===== src/rtl/wb_pipe_reg.sv =====
// rtl/wb_pipe_reg.sv - write-back pipeline register chain with stall, flush and operand forwarding
// Stage 0 is the youngest entry; stage DEPTH-1 drives the outputs.
module wb_pipe_reg #(
   parameter int DATA_W = 32,
   parameter int RD_W   = 5,
   parameter int DEPTH  = 2
) (
   input  logic              clk,
   input  logic              rst_n,
   input  logic              stall_i,
   input  logic              flush_i,
   input  logic              valid_i,
   input  logic              regWen_i,
   input  logic [RD_W-1:0]   rd_i,
   input  logic [DATA_W-1:0] wr_i,
   output logic              valid_o,
   output logic              regWen_o,
   output logic [RD_W-1:0]   rd_o,
   output logic [DATA_W-1:0] wr_o,
   input  logic [RD_W-1:0]   rs1_i,
   input  logic [RD_W-1:0]   rs2_i,
   output logic              fwd1_hit_o,
   output logic              fwd2_hit_o,
   output logic [DATA_W-1:0] fwd1_data_o,
   output logic [DATA_W-1:0] fwd2_data_o,
   output logic [2:0]        occ_o
);

   logic              v_q  [DEPTH];
   logic              we_q [DEPTH];
   logic [RD_W-1:0]   rd_q [DEPTH];
   logic [DATA_W-1:0] wr_q [DEPTH];

   // Writes to x0 are dropped on entry so no later stage ever forwards or commits them.
   logic entry_we;
   assign entry_we = regWen_i & valid_i & (rd_i != '0);

   always_ff @(posedge clk or negedge rst_n) begin
      if (!rst_n) begin
         for (int k = 0; k < DEPTH; k++) begin
            v_q[k]  <= 1'b0;
            we_q[k] <= 1'b0;
            rd_q[k] <= '0;
            wr_q[k] <= '0;
         end
      end else if (flush_i) begin
         // Only the qualifiers are killed; payload is left as-is.
         for (int k = 0; k < DEPTH; k++) begin
            v_q[k]  <= 1'b0;
            we_q[k] <= 1'b0;
         end
      end else if (!stall_i) begin
         v_q[0]  <= valid_i;
         we_q[0] <= entry_we;
         rd_q[0] <= rd_i;
         wr_q[0] <= wr_i;
         for (int k = 1; k < DEPTH; k++) begin
            v_q[k]  <= v_q[k-1];
            we_q[k] <= we_q[k-1];
            rd_q[k] <= rd_q[k-1];
            wr_q[k] <= wr_q[k-1];
         end
      end
   end

   assign valid_o  = v_q[DEPTH-1];
   assign regWen_o = we_q[DEPTH-1];
   assign rd_o     = rd_q[DEPTH-1];
   assign wr_o     = wr_q[DEPTH-1];

   // Scan oldest to youngest so the youngest matching stage wins.
   always_comb begin
      fwd1_hit_o  = 1'b0;
      fwd1_data_o = '0;
      fwd2_hit_o  = 1'b0;
      fwd2_data_o = '0;
      for (int k = DEPTH - 1; k >= 0; k--) begin
         if (v_q[k] && we_q[k] && (rd_q[k] == rs1_i) && (rs1_i != '0)) begin
            fwd1_hit_o  = 1'b1;
            fwd1_data_o = wr_q[k];
         end
         if (v_q[k] && we_q[k] && (rd_q[k] == rs2_i) && (rs2_i != '0)) begin
            fwd2_hit_o  = 1'b1;
            fwd2_data_o = wr_q[k];
         end
      end
   end

   always_comb begin
      occ_o = 3'd0;
      for (int k = 0; k < DEPTH; k++) begin
         occ_o = occ_o + {2'b00, v_q[k]};
      end
   end

endmodule


===== config.mk =====
export PLATFORM = sky130hd
export DESIGN_NAME = wb_pipe_reg
export DESIGN_NICKNAME = d
export VERILOG_FILES = /design/src/rtl/wb_pipe_reg.sv
export SDC_FILE = /design/constraint.sdc
export NUM_CORES = 1
export LEC_CHECK = 0
export CAP_MARGIN = 25
export CORE_ASPECT_RATIO = 1.75
export CORE_MARGIN = 2
export CORE_UTILIZATION = 35
export CTS_CLUSTER_SIZE = 14
export DETAILED_ROUTE_END_ITERATION = 10
export PLACE_DENSITY = 0.64
export SYNTH_ARGS = -nofsm -noshare
export SYNTH_HDL_FRONTEND = slang
export SYNTH_SLANG_ARGS = --single-unit

===== constraint.sdc =====
create_clock -name clk -period 3.7 [get_ports clk]
set_input_delay 1.11 -clock clk [delete_from_list [all_inputs] [get_ports clk]]
set_output_delay 1.11 -clock clk [all_outputs]
set_load 0.02 [all_outputs]

**After elaboration in Yosys (flattened, before gate mapping)**

Cells that the tools add are included.

- Register bits after elaboration: 78
- Output and inout bits: 108

- Add/subtract/negate cells: 1
- Equality and inequality tests: 5
- Muxes and demuxes: 12
- Bitwise operators: 4
- Reductions and logical operators: 14

Operators with widths:

| kind | number |
|---|---|
| 32-bit two-way mux | 4 |
| 5-bit equality test | 4 |
| 5-bit nonzero test | 3 |
| 1-bit logical AND | 10 |
| 2-bit two-way mux | 4 |
| 1-bit two-way mux | 4 |
| 1-bit by 1-bit adder with 2-bit output | 1 |
| 1-bit AND | 2 |
| 2-bit by 1-bit inequality test with 1-bit output (second input constant) | 1 |
| 1-bit NOT | 2 |
| 2-bit AND reduction | 1 |

**Logic depth before layout (Yosys ltp)**

- Depth after elaboration: 5
- Gate-level depth with buffers: 6

**Worst setup path after synthesis**

Ideal clock, no wire load.

- Kind: in2out
- Start: input port rs2_i[1]
- End: output port fwd2_data_o[11]
- Arrival time: 2.505 ns
- Required time: 2.590 ns
- Path slack: 0.085 ns
- Cell stages on the path: 6
- Cell sequence: or4_4 -> o211ai_2 -> or2_1 -> buf_4 -> buf_4 -> a31o_1

- Longest elaborated chain between the ends: 5
- Elaborated cells between the ends (all ways): 9
- Classes of those cells: eq/ne (2); mux (2); reduce/logical (5)

RTL lines:

| item | line | RTL |
|---|---|---|
| start, declared | 21 | `input logic [RD_W-1:0] rs2_i,` |
| 5-bit equality test | 82 | `if (v_q[k] && we_q[k] && (rd_q[k] == rs2_i) && (rs2_i != '0)) begin` |
| 1-bit logical AND (2 in a row) | 82 |  |
| 32-bit two-way mux | 82 |  |
| 32-bit two-way mux (*) | 82 |  |
| end, declared | 25 | `output logic [DATA_W-1:0] fwd2_data_o,` |

Mark *: on every way between the ends. The rest lies on a longest branch, timed or not.

**Final worst setup path**

- Start: input port rs2_i[3]
- End: output port fwd2_data_o[9]

Same word-level chain as after synthesis.

==> results.toml <==
[clock_network]
cts_tree = "yes"
cts_hold_buf = 0
cts_buffers = 9
clk_pin_slew_worst_paths_ns = 0.06
clockBufferDepth = 2
clock-sinks = 78
clk_latency_ns = 0.33
cts.htree.levels = 3
clockRootBuffer = "clkbuf_16"

[yosys]
seq_area_frac_synth_pct = 42.5
yosys_warnings = 0
netlist_area_sq_mm = 0.00459
synth_cell_type_count = 33
synth_fp_nets = 528
postSynthCellCount = 474
ys_ff_latch = 78
synth_area_per_cell_sq_um = 9.69

[sta]
tns_ns = -7.58
slew_headroom_pct = 62.8
finalClockSkew_ns = 0.00512
rsz0062_at_grt = "yes"
maxSlewViolCount = 0
setup_viol = 65
final_hold_viol_count = 0
finalCritPeriodShare_pct = 104
layout_setup_ws_ns = -0.148
max_freq_mhz = 260
whs_ns = 0.506
worstMarginPinSlew_ns = 0.558
layout_min_cycle_time_ns = 3.85

[setup_path]
start_kind = "input port"
critical_path_class = "in2out"
endpoint_kind = "primary output"
critPathMaxFanout = 8
path_buf_inv = 4
crit_path_max_incr_delay_ns = 0.56
cpMaxStageDelayCell = "or4_4"
arrival_ns = 2.74
cp_data_required_time_ns = 2.59
cpLargestDelayFamily = "simple AND/OR/NAND/NOR gates"
cp_cell_sequence = "buf_6, or4_4, o211ai_4, or2_4, buf_12, buf_12, a41o_1, buf_6"

[die]
die-area_sq_mm = 0.0141
die_h_um = 156
num_rows = 55
fp.coreArea_sq_mm = 0.0129
boundaryPins = 161
die_w_um = 90.6
initial_utilization_pct = 35.7

[global_routing]
grt_max_degree = 79
grt_pass1_wl_um = 23400
grt_usage_pct = 21.2
grt_pass1_vias = 4401
grt_overflow_total = 0
antenna_found_initial = 0

[route]
drt_iter0_drc = 261
drt-vias-per-instance = 5.37
wire_per_inst_um = 20.0
drt-total-wl_um = 15800
drc = 0
final_antenna_net_count = 0
first_pass_iters = 4
vias = 4238

[power_and_ir_drop]
p_leak_nw = 3.17
p_per_area_mw_per_mm2 = 389
max-vdd-ir-drop_mv = 0.244

[final_layout]
fillCellCount = 1111
fin_util_pct = 57.0
antenna_cells = 0
drive_above_1_share_pct = 46.6
area_growth_pct = 59.7
nNetsFinal = 667

[worst_hold_path]
hold_class = "reg2reg"

[placement]
dp_slack_ns = -0.996
hpwlAfterDp_um = 10100
place.gp.congestion = 0.863
portBuffers = 159

[run_status]
status = "complete, but fails checks"
violations = "negative setup slack"

[job]
maxCapViolCount = 0
-- power by group --
part / internal [mW] / switching, mW / leakage (nW) / total [mW]
clock network: 0.606 / 0.346 / 0.154 / 0.952
registers: 0.997 / 0.159 / 0.958 / 1.16
logic: 0.368 / 0.374 / 2.06 / 0.742
-- flip-flops by register name, indices dropped and copies added, names as in the netlist --
register	cells
valid_o	1
we_q	1
v_q	1
wr_q	32
rd_o	5
wr_o	32
rd_q	5
regWen_o	1
-- cells in the mapped netlist (all sizes together) --
cell    number  area (sq um)
and3         1          6.26
clkbuf      21          78.8
a21oi        2          10.0
nor2         7          26.3
nor3b        1          7.51
o21bai       1          7.51
xnor2       20           175
and2         1          6.26
buf         55           404
nand4        4          25.0
o21ai       32           160
a31o        60           526
nor3        65           325
mux2        42           473
ha           1          12.5
a41o         4          40.0
nor2b        1          6.26
dfrtp       78          1950
conb         1          3.75
mux2i        2          20.0
nand2       33           124
or2          2          12.5
o31ai        1          7.51
nand3        1          5.00
o211ai       3          32.5
or4          3          26.3
inv         32           120
-- placed cells by master, fill, tap and decap left out, types with 5 or more instances in the layout --
cell	synthesis	layout
clkdlybuf4s50_1	0	82
dfrtp_1	78	78
buf_6	4	75
a31o_2	58	55
mux2_2	42	42
nand2_1	33	33
inv_1	32	32
o21ai_0	32	32
nor3_1	65	29
nor3_2	0	25
buf_4	42	20
buf_12	0	16
xnor2_1	20	15
nor3_4	0	11
clkbuf_16	0	11
xnor2_2	0	5
nor2_1	7	5
-- final timing paths --
path,startpoint,to,slack (ns),cells after the start
max,rs2_i[3],fwd2_data_o[9],-0.15,8
min,wr_q[44],wr_o[12],0.51,1
max reg2reg,rd_q[7],rd_o[2],2.82,1
min reg2reg,wr_q[44],wr_o[12],0.51,1
max in group asynchronous,rst_n,wr_o[19],2.34,2
min in group asynchronous,rst_n,rd_q[9],0.76,1
-- layer usage --
metal,part of all wire (%),up-vias,global-route usage [%]
met4,3.1,0,10.6
met1,36,2144,22.1
met2,57,146,40.9
met5,0,-,0
met3,3.8,35,2.85
li1,-,1913,-
-- cell families after synthesis --
family / after synthesis / synth area share (%)
AO/OA/AOI/OAI: 103 / 17.1
XOR/XNOR: 20 / 3.81
adder cells (fa/ha/maj): 1 / 0.272
buffers and inverters: 108 / 13.1
flip-flops: 78 / 42.5
multiplexers: 44 / 10.7
other: 1 / 0.0816
AND/OR/NAND/NOR: 119 / 12.4
-- through the flow --
stage / power, mW / area [sq um] / std cells
finish: 2.85 / 7330 / 789
global route: 2.98 / 7330 / 789
global placement: 1.83 / 6270 / 759
detailed placement: 1.86 / 6270 / 759
floorplan: 1.60 / 4590 / 474
CTS: 2.84 / 7020 / 785
-- final cells by class --
cell class / instances / area, sq um / share of cell area [%]
timing repair buffer: 204 / 2310 / 31.5
multi-input combinational: 288 / 2420 / 33.0
clock inverter: 6 / 85.1 / 1.16
sequential: 78 / 1950 / 26.6
tap: 171 / 214 / 2.92
inverter: 32 / 120 / 1.64
clock buffer: 10 / 239 / 3.26
-- what timing repair did --
item / in CTS / in global routing
setup endpoints to repair: 66 / 66
gates resized for setup: 467 / 59
setup buffers: 6 / 2
pin swaps: 12 / 13
endpoints found under the hold margin: 0 / 0
cloned: 4 / 3
Power figures use the tool's default switching activity.
